## config.mk

```make
export PLATFORM = sky130hd
export DESIGN_NAME = cpu6502_serial_alu
export DESIGN_NICKNAME = d
export VERILOG_FILES = /design/src/rtl/cpu6502_serial_alu_pkg.sv /design/src/rtl/cpu6502_serial_alu_byte_alu.sv /design/src/rtl/cpu6502_serial_alu.sv
export SDC_FILE = /design/constraint.sdc
export NUM_CORES = 1
export LEC_CHECK = 0
export CAP_MARGIN = 20
export CORE_MARGIN = 3
export CORE_UTILIZATION = 51
export CTS_CLUSTER_SIZE = 20
export DETAILED_ROUTE_END_ITERATION = 12
export GPL_TIMING_DRIVEN = 0
export PLACE_DENSITY = 0.78
export SLEW_MARGIN = 5
export SYNTH_ARGS = -nofsm -noshare
export SYNTH_HDL_FRONTEND = slang
export SYNTH_SLANG_ARGS = --single-unit
```

## constraint.sdc

```tcl
create_clock -name clk -period 6.18 [get_ports clk]
set_clock_uncertainty 0.2 [all_clocks]
set_input_delay 0.618 -clock clk [delete_from_list [all_inputs] [get_ports clk]]
set_output_delay 0.618 -clock clk [all_outputs]
set_load 0.02 [all_outputs]
```

## src/rtl/cpu6502_serial_alu_pkg.sv

```systemverilog
// Shared ALU operation codes, flag positions and serial-ALU state encodings
// for the byte-serial 6502-family ALU.
package cpu6502_serial_alu_pkg;

    localparam logic [2:0] ALU_OP_ADC    = 3'd0;
    localparam logic [2:0] ALU_OP_SBC    = 3'd1;
    localparam logic [2:0] ALU_OP_AND    = 3'd2;
    localparam logic [2:0] ALU_OP_OR     = 3'd3;
    localparam logic [2:0] ALU_OP_EOR    = 3'd4;
    localparam logic [2:0] ALU_OP_SGL    = 3'd5;
    localparam logic [2:0] ALU_OP_SETBIT = 3'd6;
    localparam logic [2:0] ALU_OP_CLRBIT = 3'd7;

    localparam logic [2:0] ALU_SOP_ASL    = 3'd0;
    localparam logic [2:0] ALU_SOP_LSR    = 3'd1;
    localparam logic [2:0] ALU_SOP_ROL    = 3'd2;
    localparam logic [2:0] ALU_SOP_ROR    = 3'd3;
    localparam logic [2:0] ALU_SOP_TEST_Z = 3'd4;
    localparam logic [2:0] ALU_SOP_TEST_N = 3'd5;

    localparam int FLAG_C = 0;
    localparam int FLAG_Z = 1;
    localparam int FLAG_I = 2;
    localparam int FLAG_D = 3;
    localparam int FLAG_V = 6;
    localparam int FLAG_N = 7;

    typedef enum logic [1:0] {
        ALU_SER_IDLE = 2'd0,
        ALU_SER_RUN  = 2'd1,
        ALU_SER_DONE = 2'd2
    } alu_ser_state_t;

    function automatic logic is_arith(input logic [2:0] op);
        return (op == ALU_OP_ADC) || (op == ALU_OP_SBC);
    endfunction

    function automatic logic is_shift(input logic [2:0] op, input logic [2:0] ext);
        return (op == ALU_OP_SGL) && (ext <= ALU_SOP_ROR);
    endfunction

    // Right shifts walk from the most significant processed byte downward.
    function automatic logic is_down(input logic [2:0] op, input logic [2:0] ext);
        return (op == ALU_OP_SGL) && ((ext == ALU_SOP_LSR) || (ext == ALU_SOP_ROR));
    endfunction

    function automatic logic chain_seed(input logic [2:0] op, input logic [2:0] ext,
                                        input logic cin);
        if ((op == ALU_OP_SGL) && ((ext == ALU_SOP_ASL) || (ext == ALU_SOP_LSR))) begin
            return 1'b0;
        end else begin
            return cin;
        end
    endfunction

endpackage

```

## src/rtl/cpu6502_serial_alu_byte_alu.sv

```systemverilog
// Combinational one-byte ALU slice; the serial top feeds it one byte per clock
// and chains carry between slices.
module cpu6502_byte_alu
    import cpu6502_serial_alu_pkg::*;
(
    input  logic [7:0] a,
    input  logic [7:0] b,
    input  logic       chain_in,
    input  logic [2:0] op,
    input  logic [2:0] ext,
    input  logic       decimal,
    input  logic       first_byte,
    output logic [7:0] result_byte,
    output logic       chain_out,
    output logic       byte_overflow
);

    logic       subtract_s;
    logic [7:0] bb_s;
    logic [8:0] bin_sum_s;
    logic [4:0] lo_s;
    logic [4:0] hi_s;
    logic       half_s;
    logic       dec_carry_s;
    logic [3:0] lo_adj_s;
    logic [3:0] hi_adj_s;
    logic [7:0] mask_s;

    // BCD correction: add fixes digits above 9, subtract fixes digits that borrowed.
    always_comb begin
        subtract_s = (op == ALU_OP_SBC);
        bb_s       = subtract_s ? ~b : b;
        bin_sum_s  = {1'b0, a} + {1'b0, bb_s} + {8'd0, chain_in};
        lo_s       = {1'b0, a[3:0]} + {1'b0, bb_s[3:0]} + {4'd0, chain_in};
        if (subtract_s) begin
            half_s   = lo_s[4];
            lo_adj_s = half_s ? lo_s[3:0] : (lo_s[3:0] + 4'd10);
        end else begin
            half_s   = (lo_s > 5'd9);
            lo_adj_s = half_s ? (lo_s[3:0] + 4'd6) : lo_s[3:0];
        end
        hi_s = {1'b0, a[7:4]} + {1'b0, bb_s[7:4]} + {4'd0, half_s};
        if (subtract_s) begin
            dec_carry_s = hi_s[4];
            hi_adj_s    = dec_carry_s ? hi_s[3:0] : (hi_s[3:0] + 4'd10);
        end else begin
            dec_carry_s = (hi_s > 5'd9);
            hi_adj_s    = dec_carry_s ? (hi_s[3:0] + 4'd6) : hi_s[3:0];
        end
        mask_s = 8'd1 << ext;
    end

    // Operation select for this byte.
    always_comb begin
        result_byte   = a;
        chain_out     = chain_in;
        byte_overflow = (a[7] == bb_s[7]) && (bin_sum_s[7] != a[7]);
        case (op)
            ALU_OP_ADC, ALU_OP_SBC: begin
                if (decimal) begin
                    result_byte = {hi_adj_s, lo_adj_s};
                    chain_out   = dec_carry_s;
                end else begin
                    result_byte = bin_sum_s[7:0];
                    chain_out   = bin_sum_s[8];
                end
            end
            ALU_OP_AND: result_byte = a & b;
            ALU_OP_OR:  result_byte = a | b;
            ALU_OP_EOR: result_byte = a ^ b;
            ALU_OP_SGL: begin
                case (ext)
                    ALU_SOP_ASL, ALU_SOP_ROL: begin
                        result_byte = {a[6:0], chain_in};
                        chain_out   = a[7];
                    end
                    ALU_SOP_LSR, ALU_SOP_ROR: begin
                        result_byte = {chain_in, a[7:1]};
                        chain_out   = a[0];
                    end
                    default: result_byte = a;
                endcase
            end
            ALU_OP_SETBIT: result_byte = first_byte ? (a | mask_s) : a;
            ALU_OP_CLRBIT: result_byte = first_byte ? (a & ~mask_s) : a;
            default:       result_byte = a;
        endcase
    end

endmodule

```

## src/rtl/cpu6502_serial_alu.sv

```systemverilog
// Byte-serial ALU top: start/ready handshake, one byte per clock, registered
// result and flags with a one-cycle done pulse.
module cpu6502_serial_alu
    import cpu6502_serial_alu_pkg::*;
#(
    parameter int WIDTH = 16
) (
    input  logic             clk,
    input  logic             reset,
    input  logic             start,
    output logic             ready,
    input  logic [WIDTH-1:0] operandA,
    input  logic [WIDTH-1:0] operandB,
    input  logic             carryIn,
    input  logic             overflowIn,
    input  logic [2:0]       operation,
    input  logic [2:0]       opExtension,
    input  logic             decimalMode,
    input  logic             shortMode,
    output logic [WIDTH-1:0] result,
    output logic             carryOut,
    output logic             overflowOut,
    output logic             zero,
    output logic             negative,
    output logic             done
);

    localparam int BYTES = WIDTH / 8;
    localparam int IDXW  = (BYTES > 1) ? $clog2(BYTES) : 1;

    alu_ser_state_t   state_r;
    logic [IDXW-1:0]  idx_r;
    logic [IDXW-1:0]  last_r;
    logic [WIDTH-1:0] work_r;
    logic [WIDTH-1:0] b_r;
    logic [2:0]       op_r;
    logic [2:0]       ext_r;
    logic             dec_r;
    logic             down_r;
    logic             cin_r;
    logic             vin_r;
    logic             chain_r;
    logic             zacc_r;

    logic [IDXW-1:0]  sel_s;
    logic [7:0]       a_byte_s;
    logic [7:0]       b_byte_s;
    logic [7:0]       byte_s;
    logic             chain_out_s;
    logic             byte_ovf_s;
    logic [WIDTH-1:0] next_work_s;

    // Pick the byte lane for this step and splice the slice output back in.
    always_comb begin
        sel_s       = down_r ? (last_r - idx_r) : idx_r;
        a_byte_s    = work_r[{sel_s, 3'b000} +: 8];
        b_byte_s    = b_r[{sel_s, 3'b000} +: 8];
        next_work_s = work_r;
        next_work_s[{sel_s, 3'b000} +: 8] = byte_s;
    end

    cpu6502_byte_alu u_byte_alu (
        .a             (a_byte_s),
        .b             (b_byte_s),
        .chain_in      (chain_r),
        .op            (op_r),
        .ext           (ext_r),
        .decimal       (dec_r),
        .first_byte    (sel_s == '0),
        .result_byte   (byte_s),
        .chain_out     (chain_out_s),
        .byte_overflow (byte_ovf_s)
    );

    // Handshake FSM, byte stepping and registered completion outputs.
    always_ff @(posedge clk) begin
        if (reset) begin
            state_r     <= ALU_SER_IDLE;
            ready       <= 1'b1;
            done        <= 1'b0;
            result      <= '0;
            carryOut    <= 1'b0;
            overflowOut <= 1'b0;
            zero        <= 1'b0;
            negative    <= 1'b0;
            idx_r       <= '0;
            last_r      <= '0;
            work_r      <= '0;
            b_r         <= '0;
            op_r        <= 3'd0;
            ext_r       <= 3'd0;
            dec_r       <= 1'b0;
            down_r      <= 1'b0;
            cin_r       <= 1'b0;
            vin_r       <= 1'b0;
            chain_r     <= 1'b0;
            zacc_r      <= 1'b0;
        end else begin
            done <= 1'b0;
            case (state_r)
                ALU_SER_IDLE, ALU_SER_DONE: begin
                    if (start) begin
                        state_r <= ALU_SER_RUN;
                        ready   <= 1'b0;
                        idx_r   <= '0;
                        last_r  <= shortMode ? '0 : IDXW'(BYTES - 1);
                        work_r  <= operandA;
                        b_r     <= operandB;
                        op_r    <= operation;
                        ext_r   <= opExtension;
                        dec_r   <= decimalMode;
                        down_r  <= is_down(operation, opExtension);
                        cin_r   <= carryIn;
                        vin_r   <= overflowIn;
                        chain_r <= chain_seed(operation, opExtension, carryIn);
                        zacc_r  <= 1'b1;
                    end else begin
                        state_r <= ALU_SER_IDLE;
                        ready   <= 1'b1;
                    end
                end
                ALU_SER_RUN: begin
                    work_r  <= next_work_s;
                    chain_r <= chain_out_s;
                    zacc_r  <= zacc_r & (byte_s == 8'd0);
                    if (idx_r == last_r) begin
                        state_r     <= ALU_SER_DONE;
                        ready       <= 1'b1;
                        done        <= 1'b1;
                        result      <= next_work_s;
                        carryOut    <= (is_arith(op_r) || is_shift(op_r, ext_r)) ? chain_out_s : cin_r;
                        overflowOut <= is_arith(op_r) ? byte_ovf_s : vin_r;
                        zero        <= zacc_r & (byte_s == 8'd0);
                        negative    <= next_work_s[{last_r, 3'b111}];
                    end else begin
                        idx_r <= idx_r + IDXW'(1);
                    end
                end
                default: begin
                    state_r <= ALU_SER_IDLE;
                    ready   <= 1'b1;
                end
            endcase
        end
    end

endmodule

```

Word level (Yosys, flattened, before mapping)
Index checks and enable logic that the tools add are counted.
W data, S select, Z words.
{"block": "word_totals", "regBits": 70, "latch_bits": 0, "ram_bits": 0, "romBits": 0, "inputBits": 45, "out_inout_bits": 22, "wordCells": 136, "n_memories": 0}
{"block": "op_classes", "addsub": 13, "multipliers": 0, "n_div": 0, "magnitude_cmp": 4, "n_eq_ne": 21, "n_shift": 5, "n_mux": 41, "n_bitwise": 9, "n_reduce_logical": 23}
{"op": "$pmux W8 S7", "n": 1}
{"op": "$mux W8", "n": 4}
{"op": "$pmux W16 S2", "n": 1}
{"op": "$shiftx A16 B5 Y8", "n": 2}
{"op": "$mux W4", "n": 6}
{"op": "$mux W1", "n": 18}
{"op": "$and A8 B8 Y8", "n": 2}
{"op": "$bwmux W16", "n": 1}
{"op": "$mux W16", "n": 1}
{"op": "$not A8 Y8", "n": 2}
{"op": "$or A8 B8 Y8", "n": 2}
{"op": "$pmux W8 S2", "n": 1}
{"op": "$shift A8 B6 Y16 const A", "n": 1}
{"op": "$shiftx A8 B6 Y16", "n": 1}
{"op": "$eq A3 B2 Y1 const B", "n": 5}
{"op": "$eq A3 B3 Y1 const B", "n": 5}
{"op": "$pmux W1 S2", "n": 6}
{"op": "$add A4 B4 Y5", "n": 2}
{"op": "$add A5 B1 Y5", "n": 2}
{"op": "$gt A5 B4 Y1 const B", "n": 2}
{"op": "$reduce_or A2 Y1", "n": 5}
{"op": "$add A8 B8 Y9", "n": 1}
{"op": "$add A9 B1 Y9", "n": 1}
{"op": "$eq A3 B1 Y1 const B", "n": 3}
{"op": "26 further kinds", "n": 41}

Logic depth before layout (Yosys ltp)
Gate-level depths: netlist (run 1).
{"block": "depth", "ltp_word": 19, "ltp_mapped": 31, "ltp_nobuf": 28}

Modules after synthesis
A second synthesis (run 1) with hierarchy kept.
{"block": "hier_totals", "cells_unflattened": 609, "area_unflattened_um2": 5069.9}
{"module": "cpu6502_serial_alu", "instances": 1, "cells_each": 322, "area_per_inst_um2": 3056.7}
{"module": "cpu6502_byte_alu", "instances": 1, "cells_each": 287, "area_per_inst_um2": 2013.2}

Worst setup path after synthesis (run 1)
No wires, ideal clock.
{"block": "synth_timing", "path_type": "register -> register", "from": "register idx_r", "to": "register result[14]", "setup_time_ps": 91, "arrival_time_ps": 6380, "t_required_ps": 5889, "path_slack_ps": -491, "path_stages_with_launch": 31, "path_buffers": 3, "synth_period_minus_slack_ps": 6671, "cell_sequence": "dfxtp_1 buf_6 nand3b_1 nand2_1 buf_2 buf_1 mux2i_1 xnor2_1 fa_1 nor2b_1 nor2_1 xnor2_1 inv_1 ha_1 a221oi_2 o21ai_0 o21ai_0 fa_1 inv_1 fa_1 xnor2_1 inv_1 ha_1 inv_1 o22ai_1 nor3_1 mux2_2 o211ai_1 and3_4 nand2_1 a311oi_1"}
{"block": "synth_via", "elab_chain_cells": 17, "elab_cells_between_ends": 41}
{"item": "from (decl)", "line": "cpu6502_serial_alu.sv:32", "rtl": "logic [IDXW-1:0] idx_r;"}
{"item": "from (signal assigned)", "line": "cpu6502_serial_alu.sv:136", "rtl": "idx_r <= idx_r + IDXW'(1);"}
{"item": "$sub A1 B1 Y1", "line": "cpu6502_serial_alu.sv:55", "rtl": "sel_s = down_r ? (last_r - idx_r) : idx_r;"}
{"item": "$mux W1", "line": "cpu6502_serial_alu.sv:55"}
{"item": "$shiftx A16 B5 Y8", "line": "cpu6502_serial_alu.sv:57", "rtl": "b_byte_s = b_r[{sel_s, 3'b000} +: 8];"}
{"item": "$not A8 Y8", "line": "cpu6502_serial_alu_byte_alu.sv:32", "rtl": "bb_s = subtract_s ? ~b : b;"}
{"item": "$mux W8", "line": "cpu6502_serial_alu_byte_alu.sv:32"}
{"item": "$add A4 B4 Y5", "line": "cpu6502_serial_alu_byte_alu.sv:34", "rtl": "lo_s = {1'b0, a[3:0]} + {1'b0, bb_s[3:0]} + {4'd0, chain_in};"}
{"item": "$add A5 B1 Y5", "line": "cpu6502_serial_alu_byte_alu.sv:34"}
{"item": "$gt A5 B4 Y1", "line": "cpu6502_serial_alu_byte_alu.sv:39", "rtl": "half_s = (lo_s > 5'd9);"}
{"item": "$mux W1", "line": "cpu6502_serial_alu_byte_alu.sv:35", "rtl": "if (subtract_s) begin"}
{"item": "$add A5 B1 Y5", "line": "cpu6502_serial_alu_byte_alu.sv:42", "rtl": "hi_s = {1'b0, a[7:4]} + {1'b0, bb_s[7:4]} + {4'd0, half_s};"}
{"item": "$add A4 B3 Y4 (tied with other cells)", "line": "cpu6502_serial_alu_byte_alu.sv:48", "rtl": "hi_adj_s = dec_carry_s ? (hi_s[3:0] + 4'd6) : hi_s[3:0];"}
{"item": "$mux W4 (on tied branches)", "line": "cpu6502_serial_alu_byte_alu.sv:48, cpu6502_serial_alu_byte_alu.sv:45"}
{"item": "$mux W4", "line": "cpu6502_serial_alu_byte_alu.sv:43", "rtl": "if (subtract_s) begin"}
{"item": "$mux W8", "line": "cpu6502_serial_alu_byte_alu.sv:60", "rtl": "if (decimal) begin"}
{"item": "$pmux W8 S7", "line": "cpu6502_serial_alu_byte_alu.sv:58", "rtl": "case (op)"}
{"item": "$shiftx A8 B6 Y16", "line": "cpu6502_serial_alu.sv:59", "rtl": "next_work_s[{sel_s, 3'b000} +: 8] = byte_s;"}
{"item": "$bwmux W16", "line": "cpu6502_serial_alu.sv:59"}
{"item": "to (signal assigned)", "line": "cpu6502_serial_alu.sv:130", "rtl": "result <= next_work_s;"}
{"item": "to (decl)", "line": "cpu6502_serial_alu.sv:20", "rtl": "output logic [WIDTH-1:0] result,"}
Parallel ways exist; a longest one is shown, timed or not.
A chain may end at the register's enable or synchronous reset.

Final worst setup path (run 1)
{"block": "layout_timing", "from": "register idx_r", "to": "register zero"}
{"block": "layout_via", "elab_chain_cells": 17, "elab_cells_between_ends": 39}
{"item": "$sub A1 B1 Y1", "line": "cpu6502_serial_alu.sv:55"}
{"item": "$mux W1", "line": "cpu6502_serial_alu.sv:55"}
{"item": "$shiftx A16 B5 Y8", "line": "cpu6502_serial_alu.sv:57"}
{"item": "$not A8 Y8", "line": "cpu6502_serial_alu_byte_alu.sv:32"}
{"item": "$mux W8", "line": "cpu6502_serial_alu_byte_alu.sv:32"}
{"item": "$add A4 B4 Y5", "line": "cpu6502_serial_alu_byte_alu.sv:34"}
{"item": "$add A5 B1 Y5", "line": "cpu6502_serial_alu_byte_alu.sv:34"}
{"item": "$gt A5 B4 Y1", "line": "cpu6502_serial_alu_byte_alu.sv:39"}
{"item": "$mux W1", "line": "cpu6502_serial_alu_byte_alu.sv:35"}
{"item": "$add A5 B1 Y5", "line": "cpu6502_serial_alu_byte_alu.sv:42"}
{"item": "$add A4 B3 Y4 (tied with other cells)", "line": "cpu6502_serial_alu_byte_alu.sv:48"}
{"item": "$mux W4 (on tied branches)", "line": "cpu6502_serial_alu_byte_alu.sv:48, cpu6502_serial_alu_byte_alu.sv:45"}
{"item": "$mux W4", "line": "cpu6502_serial_alu_byte_alu.sv:43"}
{"item": "$mux W8", "line": "cpu6502_serial_alu_byte_alu.sv:60"}
{"item": "$pmux W8 S7", "line": "cpu6502_serial_alu_byte_alu.sv:58"}
{"item": "$logic_not A8 Y1", "line": "cpu6502_serial_alu.sv:133", "rtl": "zero <= zacc_r & (byte_s == 8'd0);"}
{"item": "$and A1 B1 Y1", "line": "cpu6502_serial_alu.sv:133"}
{"item": "to (signal assigned)", "line": "cpu6502_serial_alu.sv:133"}
{"item": "to (decl)", "line": "cpu6502_serial_alu.sv:23", "rtl": "output logic zero,"}
Parallel ways exist; a longest one is shown, timed or not.

==> results of run 1 <==
==> flip-flops by register name (all words and copies together) (netlist names) <==
signal / flops
b_r: 16
carryOut: 1
chain_r: 1
cin_r: 1
dec_r: 1
done: 1
down_r: 1
ext_r: 3
idx_r: 1
last_r: 1
negative: 1
op_r: 3
overflowOut: 1
ready: 1
result: 16
state_r: 2
vin_r: 1
work_r: 16
zacc_r: 1
zero: 1
==> cells by family (layout without fill, tap and decap cells) <==
| family | count (synthesis) | after routing | synth area share |
|---|---|---|---|
| DFF | 70 | 70 | 0.270 |
| and+or+nand+nor | 270 | 270 | 0.246 |
| buffers and inverters | 86 | 189 | 0.0733 |
| AOI/OAI and AO/OA | 206 | 206 | 0.275 |
| xor gates and xnor gates | 17 | 17 | 0.0287 |
| muxes | 14 | 14 | 0.0280 |
| adders and majority gates | 31 | 31 | 0.0790 |
==> cells in the mapped netlist, drive strengths merged (5+ instances only) <==
master  instances  share of area
nor3           14          0.013
a21oi          70          0.067
inv            37          0.027
nor2           71          0.052
mux2i          10          0.019
buf            21          0.026
o22ai           5         0.0060
a222oi         10          0.019
clkbuf         27          0.020
nand2b          6         0.0072
dfxtp          70           0.27
a311oi         14          0.024
or3             5         0.0060
nor2b           6         0.0072
a211oi         11          0.017
nand3          26          0.026
a22oi           9          0.013
ha             28          0.067
o21ai          30          0.033
and2            7          0.010
a21o            6         0.0087
nand2         100          0.072
xnor2          14          0.024
==> worst max-delay path: cells and delay by family (launching register included) <==
| family | cells | cell delay [ns] |
|---|---|---|
| muxes | 1 | 0.20 |
| adders and majority gates | 4 | 1.09 |
| buffers and inverters | 8 | 1.08 |
| AOI/OAI and AO/OA | 7 | 1.87 |
| xor gates and xnor gates | 1 | 0.20 |
| DFF | 1 | 0.33 |
| and+or+nand+nor | 5 | 1.01 |
==> power by group through the flow <==
stage	combinational [uW]	clock, uW	sequential, uW
finish	837	322	512
global route	891	338	516
CTS	728	325	511
detailed placement	647	0	520
global placement	636	0	519
floorplan	437	0	527
==> worst min-delay path by stage <==
stage / end / slack (ns) / cells after the start
final: result[4] / 0.26 / 2
after global routing: result[3] / 0.28 / 2
after CTS: result[12] / 0.26 / 2
after detailed placement: result[12] / 0.25 / 2
after global placement: cin_r / 0.24 / 2
after floorplan: cin_r / 0.23 / 2
==> routing by layer <==
metal / part of all wire / up-vias
met1: 0.41 / 2772
met3: 0.10 / 54
met4: 0.028 / 0
met5: 0 / -
li1: - / 2699
met2: 0.46 / 336
==> metrics by stage <==
step,instance area (sq um),util,hold slack (ns),power (uW)
2_1_floorplan,5230,-,0.233,964
3_5_place_dp,6060,0.617,0.251,1170
3_3_place_gp,6060,0.617,0.243,1150
4_1_cts,6500,0.662,0.262,1560
6_report,6690,0.681,0.259,1670
5_1_grt,6690,0.681,0.282,1750
==> final cells by class <==
type | count | share of cell area
well taps | 133 | 0.0249
repair buffers | 90 | 0.129
plain buffers | 46 | 0.0372
inverters | 38 | 0.0213
clock buffers | 9 | 0.0185
clock inverters | 6 | 0.00598
flip-flops and latches | 70 | 0.210
multi-input cells | 538 | 0.554
==> what timing repair did <==
action                                  in CTS  in global routing
endpoints found under the setup margin      17                 13
setup buffers                               17                  7
resized for setup                           36                 28
pin swaps                                   17                 17
hold endpoints to repair                     0                  0
==> reports/results.ini, run 1 <==
[outcome]
status=complete, no violations

[floorplan]
core-area_sq_um=9820
floorplan.rows=36
pin_count=67
die_h_um=107
die_area_sq_um=11400
fp.dieW_um=107
initial_core_util=0.529

[critical_path]
cp_max_fo=10
reg2reg_slack_ns=0.11
start_kind=flop
worstReg2RegEnd=zero
cp_common_cell=inv_1
arrival_ns=6.15
ff2ff_path_depth=26
required_ns=6.25
endpoint=zero
critical_path_class=flop to flop
cp-end-kind=flop
r2r_start=idx_r
crit_path_top_delay_cell=a21oi_1
cp_slowest_stage_delay_ns=0.59
crit_start=idx_r

[synth]
synth_seq_cells=70
ys_warn_count=0
synth_cell_types=82
syn_inst=694
async_flop_share=0
avgSynthCellArea_sq_um=7.48
syn-cell-area_sq_um=5190
synth_edf_count=0
ys_seq_area_frac=0.270
syn-num-nets=770
synthFlopType=dfxtp_1

[timing]
slew_violations=0
fin_setup_tns_ns=0
worst_pin_slew_ns=1.05
fin_crit_sh=0.983
setup_viol=0
fmax_mhz=165
finalHoldViolations=0
fin_crit_ns=6.07
timing.final.ws_setup_ns=0.105
max_slew_margin=0.299

[placed_design]
dpl.hpwl_um=13900
dp.cells=893
gp_congestion=0.972
pre_cts_ws_ns=-1.11
portBuffers=66

[hold_path]
hold_path_class=flop to flop
hold_path_startpoint=result[4]

[finish]
fill_cells=888
drive_gt1_frac=0.149
area_growth_pct=28.9
layout_common_cells=99 x nand2_1, 70 x a21oi_1, 69 x dfxtp_1
multiInputGateArea_sq_um=3710
antenna_cells=0
register_area_sq_um=1400
layout_commonest_cell=nand2_1
fin_nets=869
fin_cells=930

[clocking]
tritoncts=done
clk_latency_ns=0.35
htree_levels=3
clkTransAtPathRegs_ns=0.08
cts_inserted_buffers=9
postCtsHoldBufs=0
root_buffer=clkbuf_8
clkSinkCount=70
clockBufferDepth=2

[global_routing]
grt_pass1_vias=5557
overflow=0
grt_pass1_wl_um=28800
grtUsageMet3=0.0650
met1_usage=0.440
use_met2=0.506
track_usage=0.322
grt_antenna_before_repair=0
top_usage_layer=met2
grt_max_degree=13

[route]
vias_per_cell=6.30
vias=5861
route.detailed.drc=0
drtPass1Iterations=9
wl_per_cell_um=20.1
routed_wl_um=18700
ant_nets=0
drtIter0Drc=681

[power_and_ir_drop]
switching_power_uw=681
p_int_uw=990
clkPwrFrac=0.193
p_leak_uw=0.00259
p_seq_frac=0.306
swShare=0.407
comb_power_share=0.501
pwr_density_cell_nw_per_um2=250
irDropWorstVdd_v=0.000211

[run]
drv_cap=0

Note: power is estimated with default switching activity, not from simulation.
==> run 2: changes to the inputs <==
CORE_UTILIZATION = 50   (was 51)
PLACE_DENSITY = 0.77   (was 0.78)
SLEW_MARGIN = 30   (was 5)
==> run 2 against run 1 <==
Hold slack is essentially flat. Sequential power is essentially flat. Register-to-register slack is essentially flat. Maximum frequency grew 0.12%. Flip-flop and latch count is the same. Critical path depth grew 6. First-iteration DRC count grew 22%. Via count grew 1.6%. Combinational power shrank 2.9%. Largest cell class unchanged.
==> reports/results.ini, run 2 (synthesis results as in run 1) <==
[power_and_ir_drop]
p_total_uw=1740  ; +4.2%
irDropWorstVdd_v=0.000150  ; -29%
pwr_density_cell_nw_per_um2=259  ; +3.8%
p_leak_uw=0.00260  ; +0.53%

[route]
vias_per_cell=6.38  ; +1.3%
drtPass1Iterations=6  ; -3
drtIter0Drc=831  ; +22%
wl_per_cell_um=20.9  ; +4.2%
vias=5957  ; +1.6%
ant_nets=0  ; unchanged
route.detailed.drc=0  ; unchanged
routed_wl_um=19500  ; +4.6%

[critical_path]
cp_slowest_stage_delay_ns=0.42  ; -0.17 ns
cp_max_fo=7  ; -3
required_ns=6.25  ; about the same
cp-end-kind=flop
r2r_start=idx_r
ff2ff_path_depth=32  ; +23%
arrival_ns=6.14  ; about the same
crit_path_top_delay_cell=fa_2
critical_path_class=flop to flop
reg2reg_slack_ns=0.11  ; about the same
start_kind=flop
worstReg2RegEnd=zero

[floorplan]
die_area_sq_um=11600  ; +1.9%
fp.dieW_um=108  ; +0.94%
pin_count=67  ; unchanged
die_h_um=108  ; +0.94%
floorplan.rows=36  ; unchanged
core-area_sq_um=9950  ; +1.4%
initial_core_util=0.522  ; -0.00718

[outcome]
status=complete, no violations

[run]
drv_cap=0  ; unchanged

[global_routing]
grt_max_degree=14  ; +1
grt_pass1_wl_um=30100  ; +4.6%
overflow=0  ; unchanged
grt_pass1_vias=5666  ; +2.0%
track_usage=0.332  ; +0.00994
grt_antenna_before_repair=0  ; unchanged

[clocking]
clkTransAtPathRegs_ns=0.07  ; about the same
htree_levels=3  ; unchanged
clkSinkCount=70  ; unchanged
tritoncts=done
cts_inserted_buffers=9  ; unchanged
clk_latency_ns=0.35  ; about the same
root_buffer=clkbuf_8
clockBufferDepth=2  ; unchanged

[placed_design]
gp_congestion=0.999  ; +2.7%
place_area_sq_um=6060  ; +0.10%
dpl.hpwl_um=14400  ; +4.1%
portBuffers=66  ; unchanged

[hold_path]
whs_path_depth=2  ; unchanged
hold_path_class=flop to flop
hold_path_startpoint=b_r[11]
holdPathEnd=b_r[11]

[finish]
reg.largest.list=b_r: 16 flops, result: 16 flops, work_r: 16 flops
antenna_cells=0  ; unchanged
area_growth_pct=29.4
drive_gt1_frac=0.156  ; +0.00694
layout_commonest_cell=nand2_1
utilization=0.675  ; -0.00636
layout_common_cells=99 x nand2_1, 68 x nor2_1, 68 x a21oi_1
multiInputGateArea_sq_um=3680  ; -0.81%
fin_area_sq_um=6720  ; +0.43%
fin_nets=871  ; +0.23%
register_area_sq_um=1410  ; +0.18%
fill_cells=857  ; -3.5%

[timing]
max_slew_margin=0.355  ; +0.0559
fin_crit_ns=6.07  ; -0.00714 ns
finalHoldViolations=0  ; unchanged
worst_pin_slew_ns=0.957  ; -0.0916 ns
fmax_mhz=165  ; +0.12%
fin_setup_tns_ns=0  ; unchanged
setup_viol=0  ; unchanged
fin_crit_sh=0.982  ; -0.00116
holdWs_ns=0.259  ; +0.0000730 ns
slew_violations=0  ; unchanged

## run 2: cell count changes in the layout (fill, tap and decap cells not counted), sizes merged
cell and change:
bufinv +2, buf +1, clkbuf +2, clkinv -3
inv +1
## run 2: layer usage
metal / vias to the layer above / global-route usage / share of wire
met5: - / 0 / 0
met4: 0 / 0.0911 / 0.023
met3: 52 / 0.0510 / 0.11
met2: 365 / 0.542 / 0.47
met1: 2834 / 0.456 / 0.41
li1: 2706 / - / -
## run 2: how the worst max path moves through the flow
stage,start,cells after the start,to
finish,idx_r,32,zero
global route,idx_r,32,zero
CTS,idx_r,31,result[6]
detailed placement,idx_r,30,zacc_r
global placement,op_r[0],26,zacc_r
floorplan,idx_r,30,result[14]
## run 2: critical path, delay by kind of cell (launching register included)
family                   cells  cell delay, ns
AO/OA/AOI/OAI                8            1.67
XOR/XNOR                     3            0.39
buffers and inverters        8            0.81
adder cells (fa/ha/maj)      5            1.35
flip-flops                   1            0.32
AND/OR/NAND/NOR              7            0.95
multiplexers                 1            0.28
## run 2: what timing repair did
action | in CTS | in global routing
pin swaps | 7 | 19
hold buffers | 0 | 0
endpoints found under the hold margin | 0 | 0
buffers inserted | 11 | 16
resized for setup | 23 | 40
setup endpoints to repair | 17 | 17
## run 2: layout make-up
type,instances,share of cell area
tap,133,0.0248
sequential,70,0.209
inverter,38,0.0212
multi-input combinational,538,0.547
timing repair buffer,93,0.129
clock inverter,6,0.0140
clock buffer,10,0.0190
buffer,45,0.0359
## run 2: power breakdown
part | switching [uW] | internal [uW] | total [uW]
clock network | 185 | 230 | 415
registers | 27.0 | 486 | 513
logic | 472 | 340 | 813
total | 684 | 1060 | 1740
## run 2: metrics by stage
stage	instances	worst slack, ns
global route	933	-0.0577
finish	933	0.112
CTS	919	0.00908
detailed placement	893	-1.16
floorplan	694	0.0180
global placement	893	-0.933
